**src/rtl/mc_ctrl_fsm_pkg.sv**
```systemverilog
// mc_ctrl_fsm shared types: state encodings, opcodes, ALU and trap codes.
package mc_ctrl_fsm_pkg;

  typedef enum logic [3:0] {
    FETCH  = 4'd0,
    DECODE = 4'd1,
    MEMADR = 4'd2,
    MEMRD  = 4'd3,
    MEMWB  = 4'd4,
    MEMWR  = 4'd5,
    EXEC   = 4'd6,
    ALUWB  = 4'd7,
    BRANCH = 4'd8,
    JUMP   = 4'd9,
    IMMEX  = 4'd10,
    IMMWB  = 4'd11,
    TRAP   = 4'd12
  } state_e;

  localparam logic [5:0] OP_RTYPE = 6'b000000;
  localparam logic [5:0] OP_LW    = 6'b100011;
  localparam logic [5:0] OP_SW    = 6'b101011;
  localparam logic [5:0] OP_BEQ   = 6'b000100;
  localparam logic [5:0] OP_J     = 6'b000010;
  localparam logic [5:0] OP_ADDI  = 6'b001000;
  localparam logic [5:0] OP_ORI   = 6'b001101;

  localparam logic [1:0] ALU_ADD   = 2'b00;
  localparam logic [1:0] ALU_SUB   = 2'b01;
  localparam logic [1:0] ALU_FUNCT = 2'b10;
  localparam logic [1:0] ALU_OR    = 2'b11;

  localparam logic [1:0] SRCB_RT   = 2'd0;
  localparam logic [1:0] SRCB_FOUR = 2'd1;
  localparam logic [1:0] SRCB_SEXT = 2'd2;
  localparam logic [1:0] SRCB_ZEXT = 2'd3;

  localparam logic [1:0] TC_NONE    = 2'b00;
  localparam logic [1:0] TC_ILLEGAL = 2'b01;
  localparam logic [1:0] TC_TIMEOUT = 2'b10;

  function automatic logic is_mem_state(input state_e s);
    return (s == FETCH) || (s == MEMRD) || (s == MEMWR);
  endfunction

endpackage

```
**src/rtl/mc_ctrl_fsm_wait_timer.sv**
```systemverilog
// mc_wait_timer: counts stalled cycles in a memory state and flags
// the cycle on which the wait limit is reached.
module mc_wait_timer #(
  parameter int LIMIT = 16
) (
  input  logic clk,
  input  logic Reset,
  input  logic active,
  input  logic hold,
  input  logic MemReady,
  output logic timeout
);

  localparam int W = (LIMIT > 1) ? $clog2(LIMIT) : 1;
  localparam logic [W-1:0] LAST = (LIMIT > 0) ? W'(LIMIT - 1) : '0;

  logic [W-1:0] cnt;
  logic         stall;

  assign stall   = (LIMIT != 0) && active && !MemReady;
  assign timeout = stall && (cnt == LAST);

  always_ff @(posedge clk) begin
    if (Reset || !hold)
      cnt <= '0;
    else if (stall && cnt != LAST)
      cnt <= cnt + W'(1);
  end

endmodule

```
**src/rtl/mc_ctrl_fsm.sv**
```systemverilog
// Multi-cycle MIPS control sequencer with memory-wait trap.
// Define MC_CTRL_PERF_CNT_EN to add CycleCnt/InstrCnt counters.
module mc_ctrl_fsm
  import mc_ctrl_fsm_pkg::*;
#(
  parameter int WAIT_LIMIT = 16,
  parameter int CNT_W      = 32
) (
  input  logic             clk,
  input  logic             Reset,
  input  logic [5:0]       Op,
  input  logic [5:0]       Funct,
  input  logic             Zero,
  input  logic             MemReady,
  output logic             PcWrite,
  output logic             PcSel,
  output logic             Jump,
  output logic             IorD,
  output logic             MemRead,
  output logic             MemWrite,
  output logic             IRWrite,
  output logic             RegDst,
  output logic             MemToReg,
  output logic             RegWrite,
  output logic             ALUSrcA,
  output logic [1:0]       ALUSrcB,
  output logic [1:0]       ALUOp,
  output logic [3:0]       State,
`ifdef MC_CTRL_PERF_CNT_EN
  output logic [CNT_W-1:0] CycleCnt,
  output logic [CNT_W-1:0] InstrCnt,
`endif
  output logic             Trap,
  output logic [1:0]       TrapCause
);

  state_e     state_q, state_d;
  logic [1:0] cause_d;
  logic       timeout;
  logic       unused_funct;

  // Funct is decoded by the ALU control, not here
  assign unused_funct = ^Funct;

  assign State = state_q;
  assign Trap  = (state_q == TRAP);

  mc_wait_timer #(
    .LIMIT(WAIT_LIMIT)
  ) u_wait (
    .clk     (clk),
    .Reset   (Reset),
    .active  (is_mem_state(state_q)),
    .hold    (state_d == state_q),
    .MemReady(MemReady),
    .timeout (timeout)
  );

  always_comb begin
    state_d = state_q;
    cause_d = TC_NONE;
    case (state_q)
      FETCH: begin
        if (MemReady)
          state_d = DECODE;
        else if (timeout) begin
          state_d = TRAP;
          cause_d = TC_TIMEOUT;
        end
      end
      DECODE: begin
        unique case (1'b1)
          Op == OP_RTYPE:              state_d = EXEC;
          Op == OP_LW || Op == OP_SW:  state_d = MEMADR;
          Op == OP_BEQ:                state_d = BRANCH;
          Op == OP_J:                  state_d = JUMP;
          Op == OP_ADDI || Op == OP_ORI: state_d = IMMEX;
          default: begin
            state_d = TRAP;
            cause_d = TC_ILLEGAL;
          end
        endcase
      end
      MEMADR: state_d = (Op == OP_LW) ? MEMRD : MEMWR;
      MEMRD, MEMWR: begin
        if (MemReady)
          state_d = (state_q == MEMRD) ? MEMWB : FETCH;
        else if (timeout) begin
          state_d = TRAP;
          cause_d = TC_TIMEOUT;
        end
      end
      EXEC:  state_d = ALUWB;
      IMMEX: state_d = IMMWB;
      MEMWB, ALUWB, BRANCH, JUMP, IMMWB: state_d = FETCH;
      TRAP:  state_d = TRAP;
      default: begin
        state_d = TRAP;
        cause_d = TC_ILLEGAL;
      end
    endcase
  end

  always_comb begin
    PcWrite  = 1'b0;
    PcSel    = 1'b0;
    Jump     = 1'b0;
    IorD     = 1'b0;
    MemRead  = 1'b0;
    MemWrite = 1'b0;
    IRWrite  = 1'b0;
    RegDst   = 1'b0;
    MemToReg = 1'b0;
    RegWrite = 1'b0;
    ALUSrcA  = 1'b0;
    ALUSrcB  = SRCB_RT;
    ALUOp    = ALU_ADD;
    case (state_q)
      FETCH: begin
        MemRead = 1'b1;
        ALUSrcB = SRCB_FOUR;
        IRWrite = MemReady;
        PcWrite = MemReady;
      end
      DECODE: ALUSrcB = SRCB_SEXT;
      MEMADR: begin
        ALUSrcA = 1'b1;
        ALUSrcB = SRCB_SEXT;
      end
      MEMRD: begin
        IorD    = 1'b1;
        MemRead = 1'b1;
      end
      MEMWB: begin
        MemToReg = 1'b1;
        RegWrite = 1'b1;
      end
      MEMWR: begin
        IorD     = 1'b1;
        MemWrite = 1'b1;
      end
      EXEC: begin
        ALUSrcA = 1'b1;
        ALUOp   = ALU_FUNCT;
      end
      ALUWB: begin
        RegDst   = 1'b1;
        RegWrite = 1'b1;
      end
      BRANCH: begin
        ALUSrcA = 1'b1;
        ALUOp   = ALU_SUB;
        PcSel   = 1'b1;
        PcWrite = Zero;
      end
      JUMP: begin
        Jump    = 1'b1;
        PcWrite = 1'b1;
      end
      IMMEX: begin
        ALUSrcA = 1'b1;
        ALUSrcB = (Op == OP_ORI) ? SRCB_ZEXT : SRCB_SEXT;
        ALUOp   = (Op == OP_ORI) ? ALU_OR : ALU_ADD;
      end
      IMMWB: RegWrite = 1'b1;
      default: ;
    endcase
  end

  always_ff @(posedge clk) begin
    if (Reset) begin
      state_q   <= FETCH;
      TrapCause <= TC_NONE;
    end else begin
      state_q <= state_d;
      if (state_d == TRAP && state_q != TRAP)
        TrapCause <= cause_d;
    end
  end

`ifdef MC_CTRL_PERF_CNT_EN
  always_ff @(posedge clk) begin
    if (Reset) begin
      CycleCnt <= '0;
      InstrCnt <= '0;
    end else begin
      if (state_q != TRAP)
        CycleCnt <= CycleCnt + CNT_W'(1);
      if (state_d == FETCH && state_q != FETCH)
        InstrCnt <= InstrCnt + CNT_W'(1);
    end
  end
`endif

endmodule

```
**config.mk**
```make
export PLATFORM = sky130hd
export DESIGN_NAME = mc_ctrl_fsm
export DESIGN_NICKNAME = d
export VERILOG_FILES = /design/src/rtl/mc_ctrl_fsm_pkg.sv /design/src/rtl/mc_ctrl_fsm_wait_timer.sv /design/src/rtl/mc_ctrl_fsm.sv
export SDC_FILE = /design/constraint.sdc
export NUM_CORES = 1
export LEC_CHECK = 0
export CORE_MARGIN = 2
export CORE_UTILIZATION = 48
export DETAILED_ROUTE_END_ITERATION = 8
export GPL_TIMING_DRIVEN = 1
export PLACE_DENSITY = 0.85
export SLEW_MARGIN = 0
export SYNTH_ARGS = -nofsm -noshare
export SYNTH_HDL_FRONTEND = slang
export SYNTH_HIERARCHICAL = 1
export SYNTH_SLANG_ARGS = --single-unit
```
**constraint.sdc**
```tcl
create_clock -name clk -period 8.6 [get_ports clk]
set_clock_uncertainty 0.1 [all_clocks]
set_input_delay 1.72 -clock clk [delete_from_list [all_inputs] [get_ports clk]]
set_output_delay 1.72 -clock clk [all_outputs]
set_load 0.01 [all_outputs]
```
==> run_results.csv <==
group,metric,value,unit
run_status,outcome,"complete, no violations",
setup_path,path_cells,"clkdlybuf4s50_1 -> nand3_1 -> nor4_1 -> and3_1 -> o21a_1 -> clkdlybuf4s50_1",
global_routing,globalRoute.totalOverflow,0,
setup_path,start_kind,"primary input",
sta,tightest_slew,0.6980,ns
clocking,clock-sinks,10,
power,power,0.1624,mW
logic_synthesis,yosysWarnings,6,
sta,tns,0,ns
place,dp.cells,200,
place,dp_hpwl,2189,um
logic_synthesis,syn-instance-count,148,
logic_synthesis,seq_area_frac_synth,18.76,%
logic_synthesis,synth_edf_count,0,
logic_synthesis,avgSynthCellArea,7.211,um2
setup_path,crit_required,6.78,ns
power,vdd_ir_drop_max,95.96,uV
place,gp_congestion,0.9335,
sta,fin_crit,5.590,ns
routing,dr.pass1.iters,4,
clocking,postCtsResizedCells,0,
routing,antenna_left,0,
clocking,cts_hold_buf,0,
final_layout,multiInputGateArea,809.5,um2
floorplan,dieWidth,51.16,um
final_layout,finalInstanceArea,1406,um2
clocking,cts_root_buf,"clkbuf_4",
global_routing,grt_usage,23.63,%
place,dp_slack,3.016,ns
routing,wl_per_cell,14.02,um
routing,num_vias,1273,
final_layout,antennaDiodeCount,0,
sta,slew_violations,0,
setup_path,slowest_stage,"clkdlybuf4s50_1",
floorplan,die_area,2617,um2
min_path,worstHoldPathType,"reg2reg",
routing,viasPerCell,6.240,
sta,max_clock_freq,0.1789,GHz
setup_path,criticalPathCategory,"in2out",
setup_path,reg2reg_slack,4.77,ns
logic_synthesis,yosys.area.top_type_share,18.76,%
routing,drcViolationCount,0,
routing,drt_iter0_markers,45,
power,p_leak,0.4994,nW
floorplan,core-area,2148,um2
floorplan,row_count,17,
final_layout,final_cell_count_no_fill,204,
setup_path,arrival,3.77,ns
setup_path,cp_slowest_stage_delay,0.61,ns
final_layout,fin_nets,194,
sta,final.setup.worst_slack,3.010,ns
logic_synthesis,syn_nets,165,
sta,fin_crit_sh,65.00,%
logic_synthesis,synth-seq-cells,10,
logic_synthesis,async_flop_share,0,%
clocking,cts.clk_slew.worst_paths,0.06,ns
final_layout,drive_above_1_share,10.80,%
global_routing,grt_pass1_wl,4885,um
setup_path,cp_top_family,"buffers and inverters",
final_layout,syn_to_final_growth,31.77,%
logic_synthesis,ys.flop_type,"dfxtp_1",
clocking,cts_tree,"built",
logic_synthesis,synth_area_leader_cell,"dfxtp_1",
global_routing,antenna_found_initial,0,
sta,timing.hold.ws,0.3636,ns
place,placed_area,1370,um2
sta,rsz0062_at_grt,"no",
clocking,htree_num_levels,1,
floorplan,start_util,49.68,%
setup_path,cp_num_buf_inv,2,
floorplan,die_y,51.16,um
setup_path,worstSetupEndpointType,"output port",
routing,drt_wl_total,2860,um
sta,hold_viol_final,0,
logic_synthesis,synth.distinct_cells,51,
floorplan,boundaryPins,38,
final_layout,final_util,65.46,%
logic_synthesis,yosys-top-cells-area,"dfxtp_1 (19%), nor2_1 (7.7%), a21oi_1 (5.6%)",
job,cap_violations,0,
clocking,cts_buffers,3,
clocking,clk_path_buf_depth,2,
setup_path,crit_top_cell,"clkdlybuf4s50_1",
setup_path,cp_max_fo,7,
sta,max_slew_margin,53.40,%
global_routing,grt_start_max_net_pins,23,
clocking,clk_latency,0.25,ns
logic_synthesis,synth_area,1067,um2
clocking,post_cts_buffers,0,
power,powerDensity,115.5,nW/um2
sta,setup_viol,0,
final_layout,fillers,194,
global_routing,grt_pass1_vias,1161,
final_layout,regArea,200.2,um2
place,io_buffers,31,
==> layout make-up <==
class	instances	area share (%)
Inverter	4	1.068
Sequential cell	10	14.23
Clock buffer	4	2.580
Tap cell	28	2.491
Timing Repair Buffer	31	22.06
Multi-Input combinational cell	127	57.56
==> flip-flops by register name (all words and copies together) (netlist names) <==
register / flops
State: 4
u_wait/cnt: 4
TrapCause: 2
==> placed cells by master, fill, tap and decap left out, drive strengths merged, types with 3 or more instances in the layout <==
cell / synthesis / routed
clkdlybuf4s50: 0 / 31
nor2: 22 / 22
a21oi: 12 / 12
dfxtp: 10 / 10
nor3: 10 / 10
nand2: 8 / 8
o21ai: 8 / 8
nand2b: 6 / 6
inv: 4 / 4
nand3: 4 / 4
or2: 4 / 4
clkbuf: 2 / 4
and3: 4 / 4
o31ai: 3 / 3
a211oi: 3 / 3
o21a: 3 / 3
nor4b: 3 / 3
nor3b: 3 / 3
==> power breakdown <==
part           internal, mW  switching (mW)  leakage [nW]  total [mW]
sequential           0.0484         0.00716        0.0811      0.0555
clock                0.0256          0.0144        0.0210      0.0400
combinational        0.0344          0.0325         0.397      0.0668
==> final timing paths <==
check / start / endpoint / cells after the start
setup reg to reg: State[1]$_SDFF_PP0_ / u_wait/cnt[3]$_SDFFE_PP0P_ / 13
setup / recovery: Op[3] / ALUSrcB[0] / 6
hold reg to reg: TrapCause[0]$_SDFFE_PP0P_ / TrapCause[0]$_SDFFE_PP0P_ / 2
hold / removal: TrapCause[0]$_SDFFE_PP0P_ / TrapCause[0]$_SDFFE_PP0P_ / 2
==> kinds of logic (layout without fill, tap and decap cells) <==
group | count (synthesis) | count (layout) | share of synthesized area [%]
buffers and inverters | 11 | 39 | 5.391
xor gates and xnor gates | 2 | 2 | 1.642
and+or+nand+nor | 78 | 78 | 42.20
adders and majority gates | 1 | 1 | 1.172
DFF | 10 | 10 | 18.76
AOI/OAI and AO/OA | 46 | 46 | 30.83
==> cell usage after synthesis (2+ instances only) <==
library cell	instances
nor2_1	22
a21oi_1	12
dfxtp_1	10
nor3_1	10
nand2_1	8
o21ai_0	8
nand2b_1	6
buf_2	5
inv_1	4
nand3_1	4
or2_2	4
a211oi_1	3
o21a_1	3
o31ai_1	3
a211o_1	2
a22oi_1	2
and3_1	2
and4b_2	2
nor3b_1	2
nor4_1	2
nor4b_1	2
o311ai_0	2
or3_1	2
==> worst min-delay path, delay by kind of cell, from the launching register on <==
| kind | cells | cell delay, ns |
|---|---|---|
| compound gates | 1 | 0.05 |
| buf+inv | 1 | 0.05 |
| flops | 1 | 0.32 |
==> metal layers <==
layer	part of all wire (%)	vias to the layer above	routed length, um	track usage, %
met4	1.9	0	53	13.06
met2	48	61	1360	39.18
met1	43	575	1221	29.23
li1	-	627	-	-
met5	0	-	0	0
met3	7.9	10	225	3.216
(Power assumes the default switching activity.)
